==> src/rtl/dot_square_motion_ctrl_pkg.sv <==
// Shared definitions for the rectangle-layer motion controller: register map,
// control bits, update FSM encoding and coordinate/velocity widths.
package dot_square_motion_ctrl_pkg;

    localparam int H_DISPLAY_W = 11;
    localparam int V_DISPLAY_W = 11;
    localparam int H_COORD_W   = H_DISPLAY_W + 1;
    localparam int V_COORD_W   = V_DISPLAY_W + 1;
    localparam int VEL_W       = 8;
    localparam int COLOR_W     = 16;
    localparam int REG_ADDR_W  = 3;
    localparam int REG_DATA_W  = 16;

    localparam logic [REG_ADDR_W-1:0] ADDR_X     = 3'd0;
    localparam logic [REG_ADDR_W-1:0] ADDR_Y     = 3'd1;
    localparam logic [REG_ADDR_W-1:0] ADDR_W     = 3'd2;
    localparam logic [REG_ADDR_W-1:0] ADDR_H     = 3'd3;
    localparam logic [REG_ADDR_W-1:0] ADDR_VX    = 3'd4;
    localparam logic [REG_ADDR_W-1:0] ADDR_VY    = 3'd5;
    localparam logic [REG_ADDR_W-1:0] ADDR_COLOR = 3'd6;
    localparam logic [REG_ADDR_W-1:0] ADDR_CTRL  = 3'd7;

    localparam int CTRL_MOVE_EN  = 0;
    localparam int CTRL_LOAD_POS = 1;
    localparam int CTRL_MISS_CLR = 2;

    typedef enum logic [1:0] {
        ST_IDLE   = 2'd0,
        ST_CALC_X = 2'd1,
        ST_CALC_Y = 2'd2,
        ST_COMMIT = 2'd3
    } state_e;

endpackage

==> src/rtl/dot_square_motion_ctrl_if.sv <==
// Register write bus of the motion controller. A write takes effect on the
// clock edge where iWe is high; there is no back-pressure (always accepted).
interface dot_square_motion_ctrl_if;
    import dot_square_motion_ctrl_pkg::*;

    logic                  iWe;
    logic [REG_ADDR_W-1:0] iAddr;
    logic [REG_DATA_W-1:0] iWdata;

    modport master (output iWe, iAddr, iWdata);
    modport slave  (input  iWe, iAddr, iWdata);
endinterface

==> src/rtl/dot_square_axis_step.sv <==
// One-axis position/velocity update: load, or move with clamp followed by edge
// reflection (SQUARE_BOUNCE_EN defined) or off-screen wrap-around (default).
module dot_square_axis_step #(
    parameter int pCoordW  = 12,
    parameter int pSizeW   = 11,
    parameter int pVelW    = 8,
    parameter int pDisplay = 320
) (
    input  logic signed [pCoordW-1:0] pos_i,
    input  logic signed [pCoordW-1:0] staged_i,
    input  logic signed [pVelW-1:0]   vel_i,
    input  logic        [pSizeW-1:0]  size_i,
    input  logic                      load_i,
    input  logic                      move_i,
    output logic signed [pCoordW-1:0] pos_o,
    output logic signed [pVelW-1:0]   vel_o
);

    // Two guard bits so pos+vel and pos+size never overflow before clamping.
    localparam int SW = pCoordW + 2;
    localparam logic signed [SW-1:0] C_MAX = SW'(2 ** (pCoordW - 1) - 1);
    localparam logic signed [SW-1:0] C_MIN = SW'(-(2 ** (pCoordW - 1)));
    localparam logic signed [SW-1:0] DISP  = SW'(pDisplay);
    localparam logic signed [SW-1:0] ZERO  = '0;
`ifdef SQUARE_BOUNCE_EN
    localparam logic signed [pVelW-1:0] V_MAX = pVelW'(2 ** (pVelW - 1) - 1);
    localparam logic signed [pVelW-1:0] V_MIN = {1'b1, {(pVelW - 1){1'b0}}};
    logic signed [pVelW-1:0] vel_neg;
`else
    localparam logic signed [SW-1:0] DISP_M1 = SW'(pDisplay - 1);
`endif

    logic signed [SW-1:0]    sum;
    logic signed [SW-1:0]    moved;
    logic signed [SW-1:0]    size_s;
    logic signed [SW-1:0]    nxt;
    logic signed [pVelW-1:0] vel_nxt;

    always_comb begin
        sum     = SW'(pos_i) + SW'(vel_i);
        size_s  = SW'(size_i);
        if (sum > C_MAX) begin
            moved = C_MAX;
        end else if (sum < C_MIN) begin
            moved = C_MIN;
        end else begin
            moved = sum;
        end
        nxt     = moved;
        vel_nxt = vel_i;
`ifdef SQUARE_BOUNCE_EN
        vel_neg = (vel_i == V_MIN) ? V_MAX : -vel_i;
        if (moved < ZERO) begin
            nxt     = ZERO;
            vel_nxt = vel_neg;
        end else if (moved + size_s > DISP) begin
            nxt     = DISP - size_s;
            vel_nxt = vel_neg;
        end
`else
        if (moved >= DISP) begin
            nxt = -size_s;
        end else if (moved + size_s <= ZERO) begin
            nxt = DISP_M1;
        end
`endif
        // Edge handling applies to motion only; a loaded position is taken as-is.
        pos_o = pos_i;
        vel_o = vel_i;
        if (load_i) begin
            pos_o = staged_i;
        end else if (move_i) begin
            pos_o = nxt[pCoordW-1:0];
            vel_o = vel_nxt;
        end
    end

endmodule

==> src/rtl/dot_square_motion_ctrl.sv <==
// Per-frame rectangle sequencer: staged register writes are integrated and
// committed as tear-free draw bounds once per vblank. Option: SQUARE_BOUNCE_EN.
module dot_square_motion_ctrl
    import dot_square_motion_ctrl_pkg::*;
#(
    parameter int pHdisplayWidth = H_DISPLAY_W,
    parameter int pVdisplayWidth = V_DISPLAY_W,
    parameter int pColorDepth    = COLOR_W,
    parameter int pHdisplay      = 320,
    parameter int pVdisplay      = 240,
    parameter int pVelWidth      = VEL_W
) (
    input  logic                          iClk,
    input  logic                          iRst,
    input  logic                          iFrameStart,
    dot_square_motion_ctrl_if.slave       bus,
    output logic signed [pHdisplayWidth:0] oDLeftX,
    output logic signed [pHdisplayWidth:0] oDRightX,
    output logic signed [pVdisplayWidth:0] oDTopY,
    output logic signed [pVdisplayWidth:0] oDUnderY,
    output logic [pColorDepth-1:0]        oColor,
    output logic                          oBusy,
    output logic                          oMissFrame,
    output state_e                        oDbgState
);

    localparam int CXW = pHdisplayWidth + 1;
    localparam int CYW = pVdisplayWidth + 1;
    localparam int XSW = CXW + 1;
    localparam int YSW = CYW + 1;
    localparam logic signed [XSW-1:0] X_MAX = XSW'(2 ** (CXW - 1) - 1);
    localparam logic signed [YSW-1:0] Y_MAX = YSW'(2 ** (CYW - 1) - 1);

    state_e state_q, state_d;

    logic signed [CXW-1:0]       stg_x_q, stg_x_d;
    logic signed [CYW-1:0]       stg_y_q, stg_y_d;
    logic [pHdisplayWidth-1:0]   stg_w_q, stg_w_d;
    logic [pVdisplayWidth-1:0]   stg_h_q, stg_h_d;
    logic signed [pVelWidth-1:0] stg_vx_q, stg_vx_d, stg_vy_q, stg_vy_d;
    logic [pColorDepth-1:0]      stg_col_q, stg_col_d;
    logic                        stg_move_q, stg_move_d;
    logic                        stg_load_q, stg_load_w, stg_load_d;
    logic                        vx_pend_q, vx_pend_w, vx_pend_d;
    logic                        vy_pend_q, vy_pend_w, vy_pend_d;
    logic                        miss_clr;

    logic signed [CXW-1:0]       pos_x_q, step_x_pos;
    logic signed [CYW-1:0]       pos_y_q, step_y_pos;
    logic signed [pVelWidth-1:0] vel_x_q, vel_y_q, vel_x_eff, step_x_vel, step_y_vel;

    logic signed [CYW-1:0]       snp_y_q;
    logic [pHdisplayWidth-1:0]   snp_w_q;
    logic [pVdisplayWidth-1:0]   snp_h_q;
    logic signed [pVelWidth-1:0] snp_vy_q;
    logic [pColorDepth-1:0]      snp_col_q;
    logic                        snp_load_q, snp_move_q;

    logic signed [XSW-1:0]       rx_sum;
    logic signed [YSW-1:0]       uy_sum;
    logic signed [CXW-1:0]       left_q, right_q, right_d;
    logic signed [CYW-1:0]       top_q, under_q, under_d;
    logic [pColorDepth-1:0]      color_q;
    logic                        miss_q;

    // Register writes; *_w is the write-forwarded view that CALC_X samples.
    always_comb begin
        stg_x_d    = stg_x_q;
        stg_y_d    = stg_y_q;
        stg_w_d    = stg_w_q;
        stg_h_d    = stg_h_q;
        stg_vx_d   = stg_vx_q;
        stg_vy_d   = stg_vy_q;
        stg_col_d  = stg_col_q;
        stg_move_d = stg_move_q;
        stg_load_w = stg_load_q;
        vx_pend_w  = vx_pend_q;
        vy_pend_w  = vy_pend_q;
        miss_clr   = 1'b0;
        if (bus.iWe) begin
            case (bus.iAddr)
                ADDR_X:     stg_x_d = bus.iWdata[CXW-1:0];
                ADDR_Y:     stg_y_d = bus.iWdata[CYW-1:0];
                ADDR_W:     stg_w_d = bus.iWdata[pHdisplayWidth-1:0];
                ADDR_H:     stg_h_d = bus.iWdata[pVdisplayWidth-1:0];
                ADDR_VX: begin
                    stg_vx_d  = bus.iWdata[pVelWidth-1:0];
                    vx_pend_w = 1'b1;
                end
                ADDR_VY: begin
                    stg_vy_d  = bus.iWdata[pVelWidth-1:0];
                    vy_pend_w = 1'b1;
                end
                ADDR_COLOR: stg_col_d = bus.iWdata[pColorDepth-1:0];
                ADDR_CTRL: begin
                    stg_move_d = bus.iWdata[CTRL_MOVE_EN];
                    stg_load_w = bus.iWdata[CTRL_LOAD_POS];
                    miss_clr   = bus.iWdata[CTRL_MISS_CLR];
                end
                default: ;
            endcase
        end
        // The frame consumes LOAD_POS and any pending velocity at snapshot time.
        stg_load_d = stg_load_w;
        vx_pend_d  = vx_pend_w;
        vy_pend_d  = vy_pend_w;
        if (state_q == ST_CALC_X) begin
            stg_load_d = 1'b0;
            vx_pend_d  = 1'b0;
            vy_pend_d  = 1'b0;
        end
    end

    always_comb begin
        state_d = state_q;
        case (state_q)
            ST_IDLE:   if (iFrameStart) state_d = ST_CALC_X;
            ST_CALC_X: state_d = ST_CALC_Y;
            ST_CALC_Y: state_d = ST_COMMIT;
            ST_COMMIT: state_d = ST_IDLE;
            default:   state_d = ST_IDLE;
        endcase
    end

    assign vel_x_eff = vx_pend_w ? stg_vx_d : vel_x_q;

    dot_square_axis_step #(
        .pCoordW (CXW),
        .pSizeW  (pHdisplayWidth),
        .pVelW   (pVelWidth),
        .pDisplay(pHdisplay)
    ) u_step_x (
        .pos_i   (pos_x_q),
        .staged_i(stg_x_d),
        .vel_i   (vel_x_eff),
        .size_i  (stg_w_d),
        .load_i  (stg_load_w),
        .move_i  (stg_move_d),
        .pos_o   (step_x_pos),
        .vel_o   (step_x_vel)
    );

    dot_square_axis_step #(
        .pCoordW (CYW),
        .pSizeW  (pVdisplayWidth),
        .pVelW   (pVelWidth),
        .pDisplay(pVdisplay)
    ) u_step_y (
        .pos_i   (pos_y_q),
        .staged_i(snp_y_q),
        .vel_i   (snp_vy_q),
        .size_i  (snp_h_q),
        .load_i  (snp_load_q),
        .move_i  (snp_move_q),
        .pos_o   (step_y_pos),
        .vel_o   (step_y_vel)
    );

    // Far edges can only overflow upwards: position >= min and size >= 0.
    always_comb begin
        rx_sum  = XSW'(pos_x_q) + XSW'(snp_w_q);
        uy_sum  = YSW'(pos_y_q) + YSW'(snp_h_q);
        right_d = (rx_sum > X_MAX) ? X_MAX[CXW-1:0] : rx_sum[CXW-1:0];
        under_d = (uy_sum > Y_MAX) ? Y_MAX[CYW-1:0] : uy_sum[CYW-1:0];
    end

    always_ff @(posedge iClk or negedge iRst) begin
        if (!iRst) begin
            state_q <= ST_IDLE;
            miss_q  <= 1'b0;
        end else begin
            state_q <= state_d;
            if (iFrameStart && (state_q != ST_IDLE)) begin
                miss_q <= 1'b1;
            end else if (miss_clr) begin
                miss_q <= 1'b0;
            end
        end
    end

    always_ff @(posedge iClk or negedge iRst) begin
        if (!iRst) begin
            stg_x_q    <= '0;
            stg_y_q    <= '0;
            stg_w_q    <= '0;
            stg_h_q    <= '0;
            stg_vx_q   <= '0;
            stg_vy_q   <= '0;
            stg_col_q  <= '0;
            stg_move_q <= 1'b0;
            stg_load_q <= 1'b0;
            vx_pend_q  <= 1'b0;
            vy_pend_q  <= 1'b0;
        end else begin
            stg_x_q    <= stg_x_d;
            stg_y_q    <= stg_y_d;
            stg_w_q    <= stg_w_d;
            stg_h_q    <= stg_h_d;
            stg_vx_q   <= stg_vx_d;
            stg_vy_q   <= stg_vy_d;
            stg_col_q  <= stg_col_d;
            stg_move_q <= stg_move_d;
            stg_load_q <= stg_load_d;
            vx_pend_q  <= vx_pend_d;
            vy_pend_q  <= vy_pend_d;
        end
    end

    always_ff @(posedge iClk or negedge iRst) begin
        if (!iRst) begin
            pos_x_q    <= '0;
            pos_y_q    <= '0;
            vel_x_q    <= '0;
            vel_y_q    <= '0;
            snp_y_q    <= '0;
            snp_w_q    <= '0;
            snp_h_q    <= '0;
            snp_vy_q   <= '0;
            snp_col_q  <= '0;
            snp_load_q <= 1'b0;
            snp_move_q <= 1'b0;
            left_q     <= '0;
            right_q    <= '0;
            top_q      <= '0;
            under_q    <= '0;
            color_q    <= '0;
        end else begin
            case (state_q)
                ST_CALC_X: begin
                    pos_x_q    <= step_x_pos;
                    vel_x_q    <= step_x_vel;
                    snp_y_q    <= stg_y_d;
                    snp_w_q    <= stg_w_d;
                    snp_h_q    <= stg_h_d;
                    snp_vy_q   <= vy_pend_w ? stg_vy_d : vel_y_q;
                    snp_col_q  <= stg_col_d;
                    snp_load_q <= stg_load_w;
                    snp_move_q <= stg_move_d;
                end
                ST_CALC_Y: begin
                    pos_y_q <= step_y_pos;
                    vel_y_q <= step_y_vel;
                end
                ST_COMMIT: begin
                    left_q  <= pos_x_q;
                    right_q <= right_d;
                    top_q   <= pos_y_q;
                    under_q <= under_d;
                    color_q <= snp_col_q;
                end
                default: ;
            endcase
        end
    end

    assign oDLeftX    = left_q;
    assign oDRightX   = right_q;
    assign oDTopY     = top_q;
    assign oDUnderY   = under_q;
    assign oColor     = color_q;
    assign oBusy      = (state_q != ST_IDLE);
    assign oMissFrame = miss_q;
    assign oDbgState  = state_q;

endmodule
==> src/flat_wrapper.sv <==
// flat-port wrapper written by rule: the top's interface ports become plain ports
module dot_square_motion_ctrl_flat import dot_square_motion_ctrl_pkg::*;
#(
    parameter int pHdisplayWidth = H_DISPLAY_W,
    parameter int pVdisplayWidth = V_DISPLAY_W,
    parameter int pColorDepth    = COLOR_W,
    parameter int pHdisplay      = 320,
    parameter int pVdisplay      = 240,
    parameter int pVelWidth      = VEL_W
)
  (iClk, iRst, iFrameStart, oDLeftX, oDRightX, oDTopY, oDUnderY, oColor, oBusy, oMissFrame, oDbgState, bus_iWe, bus_iAddr, bus_iWdata);
  dot_square_motion_ctrl_if bus_i ();
  input  logic iClk;
  input  logic iRst;
  input  logic iFrameStart;
  output logic signed [pHdisplayWidth:0] oDLeftX;
  output logic signed [pHdisplayWidth:0] oDRightX;
  output logic signed [pVdisplayWidth:0] oDTopY;
  output logic signed [pVdisplayWidth:0] oDUnderY;
  output logic [pColorDepth-1:0] oColor;
  output logic oBusy;
  output logic oMissFrame;
  output state_e oDbgState;
  input wire logic [$bits(bus_i.iWe)-1:0] bus_iWe;
  input wire logic [$bits(bus_i.iAddr)-1:0] bus_iAddr;
  input wire logic [$bits(bus_i.iWdata)-1:0] bus_iWdata;
  assign bus_i.iWe = bus_iWe;
  assign bus_i.iAddr = bus_iAddr;
  assign bus_i.iWdata = bus_iWdata;
  dot_square_motion_ctrl #(.pHdisplayWidth(pHdisplayWidth), .pVdisplayWidth(pVdisplayWidth), .pColorDepth(pColorDepth), .pHdisplay(pHdisplay), .pVdisplay(pVdisplay), .pVelWidth(pVelWidth)) u_core (.iClk(iClk), .iRst(iRst), .iFrameStart(iFrameStart), .bus(bus_i), .oDLeftX(oDLeftX), .oDRightX(oDRightX), .oDTopY(oDTopY), .oDUnderY(oDUnderY), .oColor(oColor), .oBusy(oBusy), .oMissFrame(oMissFrame), .oDbgState(oDbgState));
endmodule
==> config.mk <==
export PLATFORM = sky130hd
export DESIGN_NAME = dot_square_motion_ctrl_flat
export DESIGN_NICKNAME = d
export VERILOG_FILES = /design/src/rtl/dot_square_motion_ctrl_pkg.sv /design/src/rtl/dot_square_motion_ctrl_if.sv /design/src/rtl/dot_square_axis_step.sv /design/src/rtl/dot_square_motion_ctrl.sv /design/src/flat_wrapper.sv
export SDC_FILE = /design/constraint.sdc
export NUM_CORES = 1
export LEC_CHECK = 0
export ABC_AREA = 1
export ABC_CLOCK_PERIOD_IN_PS = 13600
export CORE_MARGIN = 1.5
export CORE_UTILIZATION = 25
export CTS_CLUSTER_SIZE = 25
export DETAILED_ROUTE_END_ITERATION = 6
export DONT_BUFFER_PORTS = 1
export GPL_ROUTABILITY_DRIVEN = 0
export SETUP_SLACK_MARGIN = 0.15
export SLEW_MARGIN = 20
export SYNTH_ARGS = -nofsm -noshare
export SYNTH_HDL_FRONTEND = slang
export SYNTH_SLANG_ARGS = --single-unit
==> constraint.sdc <==
create_clock -name iClk -period 13.6 [get_ports iClk]
set_clock_uncertainty 0.05 [all_clocks]
set_input_delay 2.72 -clock iClk [delete_from_list [all_inputs] [get_ports iClk]]
set_output_delay 2.72 -clock iClk [all_outputs]
set_load 0.03 [all_outputs]
; Word-level counts from Yosys, hierarchy flattened
; Index checks and enable logic that the tools add are counted.
[word_totals]
ff_bits = 249
[op_classes]
addsub = 8
magnitude_cmp = 10
eq_ne = 11
muxes = 47
n_reduce_logical = 9
[ops]
columns = op, n
row1 = 12-bit 2-to-1 mux, 14
row2 = 14-bit 2-to-1 mux, 4
row3 = 8-bit 2-to-1 mux, 6
row4 = 11-bit 2-to-1 mux, 4
row5 = 16-bit 2-to-1 mux, 2
row6 = 14-bit by 12-bit adder with 14-bit output, 2
row7 = 14-bit by 12-bit > comparator with 1-bit output (second input constant), 2
row8 = 14-bit by 1-bit <= comparator with 1-bit output (second input constant), 2
row9 = 14-bit by 12-bit less-than comparator with 1-bit output (second input constant), 2
row10 = 12-bit by 12-bit adder with 13-bit output, 2
row11 = 12-bit by 8-bit adder with 13-bit output, 2
row12 = 13-bit by 12-bit > comparator with 1-bit output (second input constant), 2
row13 = 11-bit negation with 12-bit output, 2
row14 = 1-bit 2-to-1 mux, 15
row15 = 14-bit by 10-bit >= comparator with 1-bit output (second input constant), 1
row16 = 14-bit by 9-bit >= comparator with 1-bit output (second input constant), 1
row17 = 3-bit == test (second input constant), 4
row18 = 2-bit case mux with 4 select lines, 1
row19 = 2-bit nonzero test, 4
row20 = 3-bit by 2-bit == test with 1-bit output (second input constant), 2
row21 = 2-bit == test (second input constant), 2
row22 = 2-bit AND reduction, 2
row23 = 3-bit by 1-bit == test with 1-bit output (second input constant), 1
row24 = 3-bit zero test, 1
row25 = 5 further kinds, 5

; Longest topological paths before layout
; Gate-level depths: netlist of the first run.
[depth]
word_depth = 14
mapped_depth = 40
depth_no_buf = 39

; By module
; Synthesis of the first run repeated with hierarchy kept, for this count alone.
[unflattened]
cells_unflattened = 2059
hier_area_um2 = 15280.9
[modules_own_cells]
columns = mod, instances, cells_per_inst, area_per_inst_um2
row1 = dot_square_motion_ctrl, 1, 1262, 10910.5
row2 = dot_square_axis_step at u_core.u_step_x, 1, 402, 2195.9
row3 = dot_square_axis_step at u_core.u_step_y, 1, 395, 2174.6

; Least setup slack after synthesis of the first run
; OpenSTA, ideal clock, no wires.
[synth_timing]
kind = input to register
from = input port bus_iWe
to = register u_core.pos_x_q[10]
setup_time_ns = 0.116
arrival_time_ns = 6.995
required_ns = 13.434
path_slack_ns = 6.439
cell_stages = 37
path_buffers = 1
path_cell_list = nand2_1 > inv_1 > nand2_1 > inv_1 > nor2_1 > inv_1 > clkbuf_1 > o21ai_0 > ha_1 > inv_1 > fa_1 > nand3b_1 > nand2_1 > nand2_1 > nand2_1 > nand2_1 > nand3_1 > nand2_2 > nand2_2 > inv_1 > o21ai_0 > ha_1 > a21oi_1 > nand2_1 > nand2_1 > nand2_1 > xor2_1 > inv_1 > nand3b_1 > nor2_1 > nand3_1 > nand2_1 > inv_1 > nand3_1 > nand3_1 > nand2_1 > nand2_1
[synth_via]
elab_chain_cells = 12
[synth_lines]
columns = item, line
row1 = from (decl), flat_wrapper.sv:24  ; input wire logic [$bits(bus_i.iWe)-1:0] bus_iWe;
row2 = 8-bit 2-to-1 mux / 1-bit 2-to-1 mux (equally long branches), dot_square_motion_ctrl.sv:80  ; if (bus.iWe) begin
row3 = 8-bit 2-to-1 mux *, dot_square_motion_ctrl.sv:125  ; assign vel_x_eff = vx_pend_w ? stg_vx_d : vel_x_q;
row4 = via u_core.step_x_vel[0], dot_square_motion_ctrl.sv:50  ; logic signed [pVelWidth-1:0] vel_x_q, vel_y_q, vel_x_eff, step_x_vel, step_y_vel;
row5 = 12-bit by 8-bit adder with 13-bit output *, dot_square_axis_step.sv:40  ; sum = SW'(pos_i) + SW'(vel_i);
row6 = 14-bit by 12-bit less-than comparator with 1-bit output, dot_square_axis_step.sv:44  ; end else if (sum < C_MIN) begin
row7 = 14-bit 2-to-1 mux, dot_square_axis_step.sv:44
row8 = 14-bit 2-to-1 mux *, dot_square_axis_step.sv:42  ; if (sum > C_MAX) begin
row9 = 14-bit by 12-bit adder with 14-bit output, dot_square_axis_step.sv:63  ; end else if (moved + size_s <= ZERO) begin
row10 = 14-bit by 1-bit <= comparator with 1-bit output, dot_square_axis_step.sv:63
row11 = 12-bit 2-to-1 mux, dot_square_axis_step.sv:63
row12 = 12-bit 2-to-1 mux *, dot_square_axis_step.sv:61  ; if (moved >= DISP) begin
row13 = 12-bit 2-to-1 mux *, dot_square_axis_step.sv:72  ; end else if (move_i) begin
row14 = 12-bit 2-to-1 mux *, dot_square_axis_step.sv:70  ; if (load_i) begin
row15 = to (signal assigned), dot_square_motion_ctrl.sv:230  ; pos_x_q <= step_x_pos;
row16 = to (decl), dot_square_motion_ctrl.sv:48  ; logic signed [CXW-1:0] pos_x_q, step_x_pos;
; The timed path passes the listed nets; every way through them passes the cells marked *. The select of a mux whose other input is x is not followed.
; A chain may end at the register's enable or synchronous reset.

; Final worst setup path of the first run
[layout_timing]
from = input port bus_iWe
to = register u_core.pos_x_q[7]
; The elaborated chain is that of the path after synthesis.

==> flow_summary.yaml, run 1 <==
outcome:
  outcome: "finished, final reports clean"
global_routing:
  grt_usage: 0.141
  grt_pass1_wl_mm: 64.0
  grt_max_degree: 250
  grt_pass1_vias: 11600
  antenna_found_initial: 1
  grt_overflow: 0
logic_synthesis:
  synth_nets: 1866
  synth-edff-count: 0
  syn_area_per_cell_um2: 7.97
  async_flop_share: 1.00
  synthFlopType: "dfrtp_1"
  synth_area_um2: 14000
  synth-seq-area-share: 0.444
  syn_inst: 1761
  yosysUniqueCellTypes: 44
  ys_warn_count: 0
  ys_seq_elements: 249
detailed_routing:
  drt-initial-drc-count: 584
  drtPass1Iterations: 5
  remaining_drc_errors: 0
  via_per_inst: 4.60
  postRouteAntennaNets: 0
  drt_wl_total_mm: 40.3
  vias: 11600
  wire_per_inst_um: 16.0
timing:
  rsz0062_at_grt: "no"
  slew_headroom: 0.312
  tns_ns: 0
  worst_pin_slew_ns: 1.03
  clock.fmax_mhz: 129
  layout_setup_ws_ns: 5.83
  finalSetupViolations: 0
  hold_violations: 0
  slew_violations: 0
  period_share: 0.572
  period_needed_ns: 7.77
setup_path:
  critPathMaxFanout: 17
  cpMostUsedCell: "nand2_1"
  reg2reg_slack_ns: 8.30
  required_ns: 14.00
  cp_num_buf_inv: 6
  slowest_delay_ns: 0.70
  cp_slowest_cell: "o21ai_0"
  reg2regPathDepth: 30
  end_kind: "flop"
  crit_arrival_ns: 8.18
  worst_setup_path_start_kind: "input pin"
  reg2reg_from: "u_core.vx_pend_q$_DFF_PN0_"
  critPathKind: "in -> reg"
  reg2reg_to: "u_core.pos_x_q[7]$_DFFE_PN0P_"
  cpLargestDelayFamily: "simple AND/OR/NAND/NOR gates"
cts:
  clock_path_buffers: 3
  clkLatencyLatePin_ns: 0.56
  cts_buffers: 29
  post_cts_resize_count: 0
  cts_hold_buffers: 0
  ctsRootBufferMaster: "clkbuf_16"
  h-tree-depth: 1
  cts_tree: "yes"
  clock-sinks: 249
  postCtsSetupRepairBufs: 0
  clkTransAtPathRegs_ns: 0.06
floorplan:
  fp-row-count: 86
  die_area_um2: 57500
  initial_core_util: 0.254
  die_h_um: 240
  core_area_um2: 55300
  die_x_um: 240
  ios: 91
placement:
  hpwl_mm: 29.4
  portBuffers: 0
  numPlacedInstances: 2461
  pre_cts_ws_ns: 5.38
layout:
  fin_nets: 1849
  synthToLayoutAreaGrowth_pct: 12.1
  final_cell_count_no_fill: 2516
  fillers: 5907
  drive_above_1_share: 0.0713
  final_util: 0.284
hold_path:
  whs_endpoint: "u_core.stg_col_q[15]$_DFF_PN0_"
  hold_path_class: "reg -> reg"
  holdCritStartpoint: "u_core.stg_col_q[15]$_DFF_PN0_"
  holdPathStages: 2
job:
  maxCapViolCount: 0
## cell type report
cell class                      instances  area, um^2  area share
Multi-Input combinational cell       1269        6820       0.434
Tap cell                              748         936      0.0595
Timing Repair Buffer                    5        37.5     0.00239
Inverter                              190         713      0.0453
Sequential cell                       249        6230       0.396
Antenna cell                            1        2.50    0.000159
Clock buffer                           40         857      0.0545
Clock inverter                         14         129     0.00819
## synth_stat cells (5+ instances only)
master    instances  area share
a31oi_1           5      0.0022
clkbuf_1         36      0.0096
ha_1             76       0.068
mux2_2            8      0.0064
fa_1              6      0.0086
inv_1           183       0.049
nor3_1           14      0.0050
nand4_1           7      0.0031
o21ai_2           5      0.0031
o21bai_1          8      0.0043
a21oi_1          96       0.034
buf_1             6      0.0016
xnor2_1          22       0.014
nand2_1         488        0.13
xor2_1           45       0.028
nand3b_1          7      0.0037
nor2_1          129       0.035
o21ai_1           7      0.0025
o21ai_0         185       0.066
buf_6             5      0.0040
inv_2             5      0.0013
nand3_2           8      0.0057
nand2_2          25       0.011
dfrtp_1         249        0.44
nand3_1          98       0.035
## worst reg2reg max path, delay by kind of cell (launching register included)
kind	cells	cell delay, ns
simple gates	20	2.21
xor+xnor	1	0.14
fa+ha+maj	3	1.10
buf+inv	4	0.50
compound gates	2	0.84
flops	1	0.36
## cells in the final DEF (no fill, tap or decap), types with 4 or more instances in the layout
cell type,instances
xnor2_1,22
fa_1,6
a21oi_1,96
o21ai_1,7
nand3_1,98
o21bai_1,8
clkbuf_8,9
mux2_2,8
o211ai_1,4
nor3_1,14
nor2_1,129
clkinv_2,9
a31oi_1,5
o21ai_0,185
nor2_2,4
a21boi_0,4
buf_4,5
nand3b_1,7
inv_2,6
ha_1,74
clkbuf_16,29
xor2_1,45
nand2_1,488
dfrtp_1,249
nand2_2,25
inv_1,183
nand3_2,8
nand4_1,7
o21ai_2,5
## kinds of logic (layout without fill, tap and decap cells)
group	count (synthesis)	count (layout)	share of synthesized area
AND/OR/NAND/NOR	789	789	0.238
AO/OA/AOI/OAI	323	323	0.123
flip-flops	249	249	0.444
buffers and inverters	243	249	0.0706
adder cells (fa/ha/maj)	82	82	0.0763
XOR/XNOR	67	67	0.0418
multiplexers	8	8	0.00642
other	0	1	0
## through the flow
step           area (um^2)  hold slack (ns)
2_1_floorplan        14000            0.387
3_3_place_gp         14700            0.402
3_5_place_dp         14700            0.408
4_1_cts              15700            0.423
5_1_grt              15700            0.458
6_report             15700            0.421
## metal layers
metal / vias up / wire length, um / global-route usage
met5: - / 0 / 0
met4: 0 / 1910 / 0.0661
met3: 95 / 2110 / 0.0237
met2: 297 / 19800 / 0.249
met1: 5519 / 16500 / 0.165
li1: 5658 / - / -
## how the worst max path moves through the flow
stage | slack (ns) | startpoint | end | depth (start not counted)
after global routing | 5.11 | bus_iWe | u_core.pos_x_q[10]$_DFFE_PN0P_ | 32
final | 5.83 | bus_iWe | u_core.pos_x_q[7]$_DFFE_PN0P_ | 34
after detailed placement | 5.38 | bus_iWe | u_core.pos_x_q[10]$_DFFE_PN0P_ | 36
after floorplan | 6.44 | bus_iWe | u_core.pos_x_q[10]$_DFFE_PN0P_ | 37
after global placement | 5.59 | bus_iWe | u_core.pos_x_q[7]$_DFFE_PN0P_ | 34
after CTS | 5.98 | bus_iWe | u_core.pos_x_q[10]$_DFFE_PN0P_ | 36
Power of run 1 is left out: the tool's default activity adds up to more than one toggle a clock period on the data nets, which glitch-free logic cannot reach.
==> run 2: changes to the inputs <==
- ABC_CLOCK_PERIOD_IN_PS: 13600 -> 6700
- clock period: 13.6 -> 6.7 ns (I/O delays scaled with it)
==> run 2 against run 1 <==
  * Via count is 1.6% lower
  * Utilization is essentially flat
  * First-iteration DRC count is 43% higher
  * Highest routed layer unchanged
  * Largest cell class unchanged
  * Register-to-register slack lost 6.6 ns
  * Sequential cell count stayed put
  * Sequential share of layout area is 0.054 points lower
  * Non-clock buffer count rose by 4
  * Count of clock-buffer cells in the layout decreased by 6
  * Final cell count rose by 0.16%
  * Cell area grew 0.14%
  * Wire length fell by 0.75%
  * Global-route usage about the same
==> flow_summary.yaml, run 2 (synthesized netlist as in run 1, its figures left out) <==
detailed_routing:
  remaining_drc_errors: 0
  vias: 11400
  postRouteAntennaNets: 0
  drt_wl_total_mm: 40.0
  drtPass1Iterations: 6
  wire_per_inst_um: 15.9
  via_per_inst: 4.52
  drt-initial-drc-count: 834
floorplan:
  fp-row-count: 86
  die_area_um2: 57500
  initial_core_util: 0.254
  ios: 91
  die_h_um: 240
  core_area_um2: 55300
  die_x_um: 240
setup_path:
  slowest_delay_ns: 0.40
  reg2reg_slack_ns: 1.66
  cpLargestDelayFamily: "simple AND/OR/NAND/NOR gates"
  end_kind: "flop"
  cp_slowest_cell: "fa_1"
  worst_setup_path_start_kind: "input pin"
  crit_arrival_ns: 6.28
  reg2reg_from: "u_core.vx_pend_q$_DFF_PN0_"
  critPathLaunch: "bus_iWe"
  reg2regPathDepth: 32
  reg2reg_to: "u_core.pos_x_q[10]$_DFFE_PN0P_"
  critPathKind: "in -> reg"
  cp_num_buf_inv: 6
  cpMostUsedCell: "nand2_1"
  required_ns: 7.11
  critPathMaxFanout: 16
outcome:
  outcome: "finished, final reports clean"
cts:
  cts_tree: "yes"
  cts_buffers: 29
  clock-sinks: 249
  cts_hold_buffers: 0
  post_cts_resize_count: 0
  clkTransAtPathRegs_ns: 0.06
  h-tree-depth: 1
  postCtsSetupRepairBufs: 0
  clock_path_buffers: 3
  ctsRootBufferMaster: "clkbuf_16"
  clkLatencyLatePin_ns: 0.57
layout:
  drive_above_1_share: 0.0734
  synthToLayoutAreaGrowth_pct: 12.3
  layout_common_cells: "488 x nand2_1, 249 x dfrtp_1, 182 x inv_1"
  layout.cells.most_common: "nand2_1"
  fin_nets: 1853
job:
  maxCapViolCount: 0
timing:
  slew_violations: 0
  rsz0062_at_grt: "no"
  holdWs_ns: 0.421
  tns_ns: 0
  period_needed_ns: 5.87
  hold_violations: 0
  clock.fmax_mhz: 170
  finalSetupViolations: 0
  worst_pin_slew_ns: 0.988
  period_share: 0.876
  slew_headroom: 0.341
global_routing:
  grt_pass1_vias: 11600
  grt_usage: 0.141
  grt_max_degree: 250
  grt_pass1_wl_mm: 63.8
  grt_overflow: 0
  antenna_found_initial: 1
hold_path:
  holdCritStartpoint: "u_core.stg_col_q[15]$_DFF_PN0_"
  hold_path_class: "reg -> reg"
  holdPathStages: 2
  whs_endpoint: "u_core.stg_col_q[15]$_DFF_PN0_"
placement:
  portBuffers: 0
  hpwl_mm: 29.4
-- run 2: metrics by stage --
stage | setup WS, ns | util | instances | instance area (um^2)
2_1_floorplan | 0.919 | - | 1761 | 14000
3_3_place_gp | 0.407 | 0.267 | 2465 | 14800
3_5_place_dp | 0.0797 | 0.267 | 2465 | 14800
4_1_cts | 0.685 | 0.285 | 2519 | 15700
5_1_grt | 0.262 | 0.285 | 2519 | 15700
6_report | 0.831 | 0.285 | 2520 | 15700
-- run 2: final cells by class --
class                      count  area (um^2)
antenna                        1         2.50
clock buffer                  34          764
clock inverter                20          213
fill                        5995        39600
inverter                     190          713
multi-input combinational   1269         6820
sequential                   249         6230
tap                          748          936
timing repair buffer           9         67.6
-- run 2: per-layer routing --
metal / share of wire / GRT usage / vias up
li1: - / - / 5660
met3: 0.053 / 0.0257 / 111
met5: 0 / 0 / -
met4: 0.056 / 0.0730 / 0
met1: 0.41 / 0.163 / 5328
met2: 0.48 / 0.246 / 285
-- run 2: tightest hold or removal path, cell delays in order, from the launching register on --
cell     delay (ns)
dfrtp_1        0.32
nand2_1        0.06
nand2_1        0.06
-- run 2: how the worst max path moves through the flow --
stage                                           to  slack, ns  cells after the start
finish              u_core.pos_x_q[10]$_DFFE_PN0P_       0.83                     36
floorplan           u_core.pos_x_q[10]$_DFFE_PN0P_       0.92                     37
global placement    u_core.pos_x_q[10]$_DFFE_PN0P_       0.41                     34
global route        u_core.pos_x_q[10]$_DFFE_PN0P_       0.26                     35
CTS                 u_core.pos_x_q[10]$_DFFE_PN0P_       0.69                     32
detailed placement  u_core.pos_x_q[10]$_DFFE_PN0P_       0.08                     32
Power of run 2 is left out for the same reason.
==> run 3: changes to the inputs <==
- CTS_CLUSTER_SIZE: 25 -> unset
==> results of run 3 <==
Same layout as run 2: the final DEF is identical, and so are final timing and power.
Power of run 3 is left out for the same reason.
